==> src/rtl/keypad_display_mux.sv <==
// keypad_display_mux: two-entry key history feeding a time-multiplexed dual
// seven-segment display. The newest key is shown on the right digit and the
// previous key on the left.
// Optional build macro: DISPLAY_DEADTIME_EN blanks both anodes for the first
// DEADTIME_CYCLES counts of every slot to suppress ghosting.
module keypad_display_mux #(
  parameter int unsigned REFRESH_DIV     = 24000,
  parameter int unsigned DEADTIME_CYCLES = 240
) (
  input  logic       clk,
  input  logic       reset,
  input  logic       valid_key,
  input  logic [3:0] digit,
  output logic [6:0] seg,
  output logic [1:0] an,
  output logic [3:0] new_digit,
  output logic [3:0] old_digit
);

  localparam int unsigned CNT_W = (REFRESH_DIV > 1) ? $clog2(REFRESH_DIV) : 1;
  localparam logic [CNT_W-1:0] CNT_MAX = CNT_W'(REFRESH_DIV - 1);

`ifdef DISPLAY_DEADTIME_EN
  localparam int unsigned DEAD_ON = 1;
`else
  localparam int unsigned DEAD_ON = 0;
`endif
  localparam logic [CNT_W:0] DEAD_LIM = (CNT_W + 1)'(DEADTIME_CYCLES * DEAD_ON);
  localparam logic [CNT_W:0] CNT_ONE  = (CNT_W + 1)'(1);

  typedef enum logic {
    SLOT_RIGHT = 1'b0,
    SLOT_LEFT  = 1'b1
  } slot_e;

  logic             vk_q, vk_d;
  logic [3:0]       new_digit_q, new_digit_d;
  logic [3:0]       old_digit_q, old_digit_d;
  logic [CNT_W-1:0] cnt_q, cnt_d;
  slot_e            sel_q, sel_d;

  // Output pipeline: stage 1 latches slot, chosen code and blank flag;
  // stage 2 holds the decoded pin drive.
  logic             disp_on_q, disp_on_d;
  slot_e            disp_sel_q, disp_sel_d;
  logic [3:0]       disp_code_q, disp_code_d;
  logic [1:0]       an_q, an_d;
  logic [6:0]       seg_q, seg_d;

  logic             key_edge;
  logic             blank;
  logic [CNT_W:0]   cnt_plus1;
  logic [6:0]       seg_dec;

  // Key capture: rising-edge qualified shift of the two-entry history
  always_comb begin
    vk_d        = valid_key;
    key_edge    = valid_key & ~vk_q;
    new_digit_d = new_digit_q;
    old_digit_d = old_digit_q;
    if (key_edge) begin
      old_digit_d = new_digit_q;
      new_digit_d = digit;
    end
  end

  // Refresh counter and slot select next-state
  always_comb begin
    cnt_d = cnt_q + CNT_W'(1);
    sel_d = sel_q;
    if (cnt_q == CNT_MAX) begin
      cnt_d = '0;
      sel_d = (sel_q == SLOT_RIGHT) ? SLOT_LEFT : SLOT_RIGHT;
    end
  end

  // Stage 1: pick the digit for the current slot and the blanking window
  always_comb begin
    cnt_plus1   = {1'b0, cnt_q} + CNT_ONE;
    blank       = (cnt_plus1 <= DEAD_LIM);
    disp_on_d   = ~blank;
    disp_sel_d  = sel_q;
    disp_code_d = (sel_q == SLOT_RIGHT) ? new_digit_q : old_digit_q;
  end

  // Seven-segment decoder, active-low {g,f,e,d,c,b,a}
  always_comb begin
    seg_dec = 7'h7F;
    case (disp_code_q)
      4'h0: seg_dec = 7'h40;
      4'h1: seg_dec = 7'h79;
      4'h2: seg_dec = 7'h24;
      4'h3: seg_dec = 7'h30;
      4'h4: seg_dec = 7'h19;
      4'h5: seg_dec = 7'h12;
      4'h6: seg_dec = 7'h02;
      4'h7: seg_dec = 7'h78;
      4'h8: seg_dec = 7'h00;
      4'h9: seg_dec = 7'h10;
      4'hA: seg_dec = 7'h08;
      4'hB: seg_dec = 7'h03;
      4'hC: seg_dec = 7'h46;
      4'hD: seg_dec = 7'h21;
      4'hE: seg_dec = 7'h06;
      4'hF: seg_dec = 7'h0E;
      default: seg_dec = 7'h7F;
    endcase
  end

  // Stage 2: pin drive; only one anode is ever enabled
  always_comb begin
    an_d  = 2'b11;
    seg_d = 7'h7F;
    if (disp_on_q) begin
      an_d  = (disp_sel_q == SLOT_RIGHT) ? 2'b10 : 2'b01;
      seg_d = seg_dec;
    end
  end

  // State registers; stage 1 resets to blank so the first edge still shows off
  always_ff @(posedge clk or negedge reset) begin
    if (!reset) begin
      vk_q        <= 1'b0;
      new_digit_q <= '0;
      old_digit_q <= '0;
      cnt_q       <= '0;
      sel_q       <= SLOT_RIGHT;
      disp_on_q   <= 1'b0;
      disp_sel_q  <= SLOT_RIGHT;
      disp_code_q <= '0;
      an_q        <= '1;
      seg_q       <= '1;
    end else begin
      vk_q        <= vk_d;
      new_digit_q <= new_digit_d;
      old_digit_q <= old_digit_d;
      cnt_q       <= cnt_d;
      sel_q       <= sel_d;
      disp_on_q   <= disp_on_d;
      disp_sel_q  <= disp_sel_d;
      disp_code_q <= disp_code_d;
      an_q        <= an_d;
      seg_q       <= seg_d;
    end
  end

  assign seg       = seg_q;
  assign an        = an_q;
  assign new_digit = new_digit_q;
  assign old_digit = old_digit_q;

endmodule

==> config.mk <==
export PLATFORM = sky130hd
export DESIGN_NAME = keypad_display_mux
export DESIGN_NICKNAME = d
export VERILOG_FILES = /design/src/rtl/keypad_display_mux.sv
export SDC_FILE = /design/constraint.sdc
export NUM_CORES = 1
export LEC_CHECK = 0
export CORE_ASPECT_RATIO = 1.75
export CORE_MARGIN = 1
export CORE_UTILIZATION = 62
export DETAILED_ROUTE_END_ITERATION = 16
export DONT_BUFFER_PORTS = 1
export GPL_ROUTABILITY_DRIVEN = 0
export PLACE_DENSITY = 0.78
export SLEW_MARGIN = 20
export SYNTH_ARGS = -nofsm -noshare
export SYNTH_HDL_FRONTEND = slang
export SYNTH_SLANG_ARGS = --single-unit
export TNS_END_PERCENT = 1
==> constraint.sdc <==
create_clock -name clk -period 2.3 [get_ports clk]
set_clock_uncertainty 0.2 [all_clocks]
set_input_delay 0 -clock clk [delete_from_list [all_inputs] [get_ports clk]]
set_output_delay 0 -clock clk [all_outputs]
set_load 0.02 [all_outputs]
## Yosys cells after proc, flatten, opt, wreduce, memory -nomap -nowiden

Memory sizes are Yosys's and may differ from the RTL's.
Cells that the tools add are included.

- Shift operators: 0
- Div/mod/pow operators: 0
- Bitwise operators: 3
- $add $sub $neg: 2
- $mul: 0
- Reductions and logical operators: 0
- Multiplexer cells: 6
- Eq/ne operators: 1
- Order comparisons: 1

Operators by type and width:

| operator | count |
|---|---|
| adder 15 x 1 -> 16 bit (second input constant) | 1 |
| <= comparator 16 x 1 -> 1 bit (second input constant) | 1 |
| adder 15 x 1 -> 15 bit (second input constant) | 1 |
| equality test 15 bit (second input constant) | 1 |
| 2-to-1 mux 15 bit | 1 |
| 2-to-1 mux 7 bit | 1 |
| 2-to-1 mux 2 bit | 2 |
| 2-to-1 mux 4 bit | 1 |
| inverter 1 bit | 2 |
| bitwise AND 1 bit | 1 |
| 2-to-1 mux 1 bit | 1 |

- Bits in registers: 40
- Bits in latches: 0
- Output and inout port bits: 17
- Logic and storage cells: 24
- ROM bits: 112
- Memory bits (writable): 0
- Memories kept: 1

Memories:

| name | depth | width | rd ports | clocked after Yosys merged registers in | wr ports | line | text |
|---|---|---|---|---|---|---|---|
| (name not given) | 16 | 7 | 1 | 0 | 0 | 89 | `case (disp_code_q)` |

## Logic depth before layout (Yosys ltp)

Gate-level depths: netlist of run 1.

- Depth after elaboration: 3
- Mapped depth: 7
- Mapped depth without buffers: 6

## Worst setup path after synthesis of run 1

No wires, ideal clock.

- Kind: reg2reg
- Start: reg cnt_q[0]
- End: reg cnt_q[14]
- Clock period less this slack: 2.119 ns
- Library setup time: 0.119 ns
- Arrival: 1.801 ns
- Stages on the path, launching flop included: 8
- Slack: 0.181 ns
- Data required time: 1.981 ns
- Cells stage by stage: dfrtp_1 > ha_1 > and4_4 > nand2_2 > or4_4 > nor3_4 > buf_6 > nor2_1

- Longest elaborated chain between the ends: 2

RTL lines:

| element | line | text |
|---|---|---|
| start: declaration | 39 | `logic [CNT_W-1:0] cnt_q, cnt_d;` |
| start signal: assignment | 137 | `cnt_q <= cnt_d;` |
| adder 15 x 1 -> 15 bit or equality test 15 bit (tied branches) | 69, 71 |  |
| 2-to-1 mux 15 bit (*) | 71 | `if (cnt_q == CNT_MAX) begin` |
| named net cnt_d[14] | 39 |  |

The timed path passes the listed nets; every way through them passes the cells marked *.
A chain may end at the register's enable or synchronous reset.

## Worst setup path after layout of run 1

- Start: reg cnt_q[0]
- End: reg sel_q, in the netlist disp_sel_d

- Longest elaborated chain between the ends: 1

RTL lines:

| element | line | text |
|---|---|---|
| equality test 15 bit | 71 |  |
| end signal: assignment | 138 | `sel_q <= sel_d;` |
| end: declaration | 40 | `slot_e sel_q, sel_d;` |

Every way passes these cells.

==> metrics, run 1 <==
Async S/R FF share, synth 100%; Fmax achieved 452 MHz; die area 3460 um2; final HPWL from detailed placement 2490 um; register area 1010 um2; most common flop cell mapped by yosys dfrtp_1; Antenna Diode Count 0; GRT Residual Overflow 0; first-pass GRT wire length 6270 um; total power 1.48 mW; DRT iter0 DRCs 40; Clock Tree Root clkbuf_8; leakage 1.03 nW; final hold vios 0; peak fanout along the critical path 12; Layout area overhead 10.6%; clk sink count 40; Post-synth EDFFs 0; Rel. slew slack 66.8%; Max Cap Viol 0; Num CTS Buffers 5; Resized cells post-CTS 0; most common cell in the netlist nand2_1; I/O Buffers 0; CTS tree yes; Synth Register Bits 40; Util after Layout 73.9%; core area 2990 um2; synthesized area per cell 10.2 um2; Die Wd 44.9 um; critical path class reg -> reg; Min-Delay Path Class in -> async; final worst path period share 96.2%; RSZ-0062 raised after global routing no; area leader, netlist dfrtp_1; H-tree depth 2; synthesized cell area 2000 um2; row cnt 26; wire length per cell 14.6 um; minimum clock period 2.21 ns; sequential fraction of the synthesis area 50.6%; vias 1,408; DP Area 2030 um2; Reg2Reg Setup Slack 0.09 ns; top cells by count, synth 42 x nand2_1, 31 x dfrtp_1, 14 x nor2_1; CP Capture Type register; Layout fillers 215; DRC Markers 0; Ports 24; Power Density 668 nW/um2; Multi-input gate area 921 um2; Starting Density 66.8%; Bufs on Longest Clock Path 2; Final Non-Filler Cells 248; clock transition at the registers of the reported paths 0.08 ns; startpoint types register; Total Wirelength 3630 um; CP required 2.32 ns; Via density 5.68; number of global-route vias before repair 1,486; Arr. time, crit path 2.24 ns; yosys warns 0; status finished, final reports clean; worst skew pair latency 0.29 ns; dpl cells 232; Post-DRT Antenna Nets 0; Place WS 0.108 ns; final net count 220; final setup TNS 0 ns; final worst setup slack 0.0870 ns; Total GRT Usage 24.8%; postcts setup bufs 0; layout cells sized above 1 16.5%; initial antenna violation count 0; worst slew pin tran 0.497 ns; Slew Limit Fails 0; die height 77.1 um; top cells by area, synth dfrtp_1 39%, dfstp_2 12%, nand2_1 7.9%, ha_1 5.0%, xor2_1 4.8%; synthesized net count 211; Yosys cell types 42; DR pass1 iterations 4; worst vdd ir 0.000664 V; R2R Path Start cnt_q[0]; Setup Viol. Count Final 0; worst hold slack 0.0831 ns; Yosys top cell area share 38.8%; largest net degree at the start of global routing 32; CP Launch Point cnt_q[0]; Post-Syn Instances 196; design area 2210 um2
[area by class of cell]
type                    count  share of cell area (%)
well taps                  42                    2.38
inverters                   6                    1.02
multi-input cells         141                    41.6
flip-flops and latches     40                    45.8
clock buffers               7                    3.45
repair buffers             11                    5.54
clock inverters             1                   0.226
[registers in the layout, summed over array words and instances (netlist names)]
signal       cells
cnt_q           15
disp_sel_d       1
disp_code_q      4
new_digit        4
disp_sel_q       1
an               2
disp_on_q        1
seg              7
vk_q             1
old_digit        4
[where the power goes]
group          switching, mW  internal, mW  total (mW)  leakage, nW
clock network          0.236         0.213       0.449       0.0422
registers              0.106         0.779       0.885        0.487
logic                 0.0742        0.0694       0.144        0.503
total                  0.416          1.06        1.48         1.03
[cell usage in the layout (no fill, tap or decap), types with 2 or more instances in the layout]
master,Yosys,final
clkbuf_1,5,2
dfstp_2,9,9
or2_2,2,2
nand2_1,42,42
ha_1,8,8
dfrtp_1,31,31
clkbuf_8,0,5
nor2b_1,3,3
xnor2_1,6,6
xor2_1,11,11
nand4_1,4,4
mux2i_1,6,6
dlygate4sd3_1,0,6
nand3_1,4,4
o211ai_1,4,4
mux2_2,4,4
and3_1,2,2
nor3_1,3,3
inv_1,6,6
nor2_1,14,14
o21ai_0,4,4
buf_4,0,3
nor2_2,3,3
buf_12,0,2
nand2b_1,3,3
[final timing paths]
path / endpoint / cells after the start
worst max-delay path: disp_sel_d / 7
worst min-delay path: disp_code_q[3] / 3
worst max register to register: disp_sel_d / 7
worst min register to register: an[1] / 1
max in group asynchronous: disp_on_q / 3
min in group clk: vk_q / 1
[logic make-up after synthesis]
kind of cell | synth area share (%)
xor gates and xnor gates | 7.45
and+or+nand+nor | 21.3
buffers and inverters | 3.32
adders and majority gates | 5.01
AOI/OAI and AO/OA | 5.88
DFF | 50.6
muxes | 6.38
[worst max-delay path: stages (launching register included)]
cell and delay (ns):
dfrtp_1 0.45, ha_1 0.22, and4_4 0.26, nand2_2 0.08
or4_4 0.44, nor3_4 0.12, buf_4 0.21, xor2_1 0.16
[repair_timing]
| action | 4_1_cts | 5_1_grt |
|---|---|---|
| hold buffers | 8 | 0 |
| setup endpoints to repair | 0 | 0 |
| endpoints found under the hold margin | 49 | 0 |
[layer usage]
metal | vias up | wire [um] | GRT usage, %
met5 | - | 0 | 0
met4 | 0 | 133 | 13.9
met3 | 13 | 127 | 6.82
met2 | 44 | 1940 | 40.1
met1 | 680 | 1430 | 27.8
li1 | 671 | - | -
(Power assumes the default switching activity.)
==> run 2: changes to the inputs <==
--- a/config.mk
+++ b/config.mk
@@ -5,7 +5,7 @@
 export SDC_FILE = /design/constraint.sdc
 export NUM_CORES = 1
 export LEC_CHECK = 0
-export CORE_ASPECT_RATIO = 1.75
+export CORE_ASPECT_RATIO = 0.7
 export CORE_MARGIN = 1
 export CORE_UTILIZATION = 62
 export DETAILED_ROUTE_END_ITERATION = 16
==> metrics, run 2 (same netlist as run 1, synthesis figures left out) <==
Antenna Diode Count 0 (unchanged); final net count 220 (unchanged); Setup Viol. Count Final 0 (unchanged); die height 49.5 um (was 77.1 um); final HPWL from detailed placement 2580 um (was 2490 um); most frequent cells in the layout 42 x nand2_1, 30 x dfrtp_1, 14 x nor2_1 (was 42 x nand2_1, 31 x dfrtp_1, 14 x nor2_1); Biggest register cnt_q (unchanged); minimum clock period 2.20 ns (was 2.21 ns); vias 1,397 (was 1,408); Max Cap Viol 0 (unchanged); H-tree depth 2 (unchanged); worst skew pair latency 0.29 ns (about the same); peak fanout along the critical path 12 (unchanged); largest net degree at the start of global routing 32 (unchanged); DP Area 2040 um2 (was 2030 um2); first-pass GRT wire length 6230 um (was 6270 um); clk sink count 40 (unchanged); final hold vios 0 (unchanged); Total GRT Usage 23.9% (was 24.8%); Multi-input gate area 921 um2 (unchanged); Arr. time, crit path 2.22 ns (was 2.24 ns); register area 1010 um2 (about the same); Power Density 718 nW/um2 (was 668 nW/um2); most common cell after layout, fill and taps aside nand2_1 (unchanged); Rel. slew slack 62.6% (was 66.8%); layout cells sized above 1 18.0% (was 16.5%); final setup TNS 0 ns (unchanged); leakage 1.05 nW (was 1.03 nW); Starting Density 68.4% (was 66.8%); initial antenna violation count 0 (unchanged); row cnt 16 (was 26); Bufs on Longest Clock Path 2 (unchanged); worst slew pin tran 0.559 ns (was 0.497 ns); RSZ-0062 raised after global routing no (unchanged); Via density 5.77 (was 5.68); final worst path period share 95.7% (was 96.2%); Util after Layout 77.3% (was 73.9%); Layout area overhead 13.0% (was 10.6%); Clock Tree Root clkbuf_8 (unchanged); Num CTS Buffers 5 (unchanged); die area 3460 um2 (about the same); core area 2920 um2 (was 2990 um2); max reg flops 15 (unchanged); Post-DRT Antenna Nets 0 (unchanged); DR pass1 iterations 4 (unchanged); wire length per cell 15.3 um (was 14.6 um); critical path class reg -> reg (unchanged); postcts setup bufs 0 (unchanged); number of global-route vias before repair 1,279 (was 1,486); Ports 24 (unchanged); CTS tree yes (unchanged); clock transition at the registers of the reported paths 0.08 ns (about the same); GRT Residual Overflow 0 (unchanged); DRT iter0 DRCs 172 (was 40); DRC Markers 0 (unchanged); Fmax achieved 454 MHz (was 452 MHz); worst vdd ir 0.000493 V (was 0.000664 V); Slew Limit Fails 0 (unchanged); CP Capture Type register (unchanged); Total Wirelength 3710 um (was 3630 um); design area 2260 um2 (was 2210 um2); Layout fillers 194 (was 215); startpoint types register (unchanged); Min-Delay Path Class in -> async (unchanged); CP required 2.32 ns (about the same); status finished, final reports clean (unchanged); Die Wd 69.9 um (was 44.9 um); total power 1.62 mW (was 1.48 mW); I/O Buffers 0 (unchanged)
## run 2: cell types whose count changed in the layout (fill, tap and decap cells not counted), sizes merged
cell / before / now
bufinv: 0 / 1
clkbuf: 7 / 6
## run 2: worst paths after layout
| path | from | endpoint | slack (ns) | depth (start not counted) |
|---|---|---|---|---|
| min in group clk | valid_key | vk_q | 0.11 | 1 |
| worst min register to register | disp_sel_q | an[1] | 0.22 | 1 |
| worst max-delay path | cnt_q[1] | disp_sel_d | 0.1 | 7 |
| worst min-delay path | reset | cnt_q[11] | 0.09 | 3 |
| worst max register to register | cnt_q[1] | disp_sel_d | 0.1 | 7 |
| max in group asynchronous | reset | cnt_q[0] | 1.64 | 3 |
## run 2: metal layers
metal | up-vias | share of wire (%) | GRT usage (%)
met2 | 67 | 44 | 36.1
met5 | - | 0 | 0
met4 | 0 | 0.51 | 7.00
li1 | 676 | - | -
met1 | 652 | 48 | 33.8
met3 | 2 | 7.5 | 6.95
## run 2: layout make-up
class                   count  share of cell area [%]
clock buffers               6                    3.66
clock inverters             2                    1.72
inverters                   6                   0.997
multi-input cells         141                    40.8
flip-flops and latches     40                    44.9
well taps                  36                    1.99
repair buffers             11                    5.98
## run 2: through the flow
stage	setup WS, ns	std cells	hold WS (ns)
finish	0.0997	242	0.0855
floorplan	0.181	196	-0.496
global route	0.0110	242	0.105
global placement	0.216	226	-0.494
detailed placement	0.116	226	-0.494
CTS	0.0944	242	0.0929
## run 2: worst max-delay path, stage by stage, from the launching register on
cell     delay, ns
dfrtp_1       0.45
ha_1          0.21
and4_4        0.27
nand2_2       0.08
or4_4         0.45
nor3_4        0.16
buf_12        0.16
xor2_1        0.15
## run 2: power breakdown
part | total (mW) | internal (mW) | switching, mW
clock network | 0.591 | 0.355 | 0.237
registers | 0.884 | 0.779 | 0.106
logic | 0.145 | 0.0696 | 0.0757
## run 2: timing repair
action                                  CTS  global route
hold buffers                              8             0
gates resized for setup                   0             1
endpoints found under the setup margin    0             1
endpoints found under the hold margin    49             0
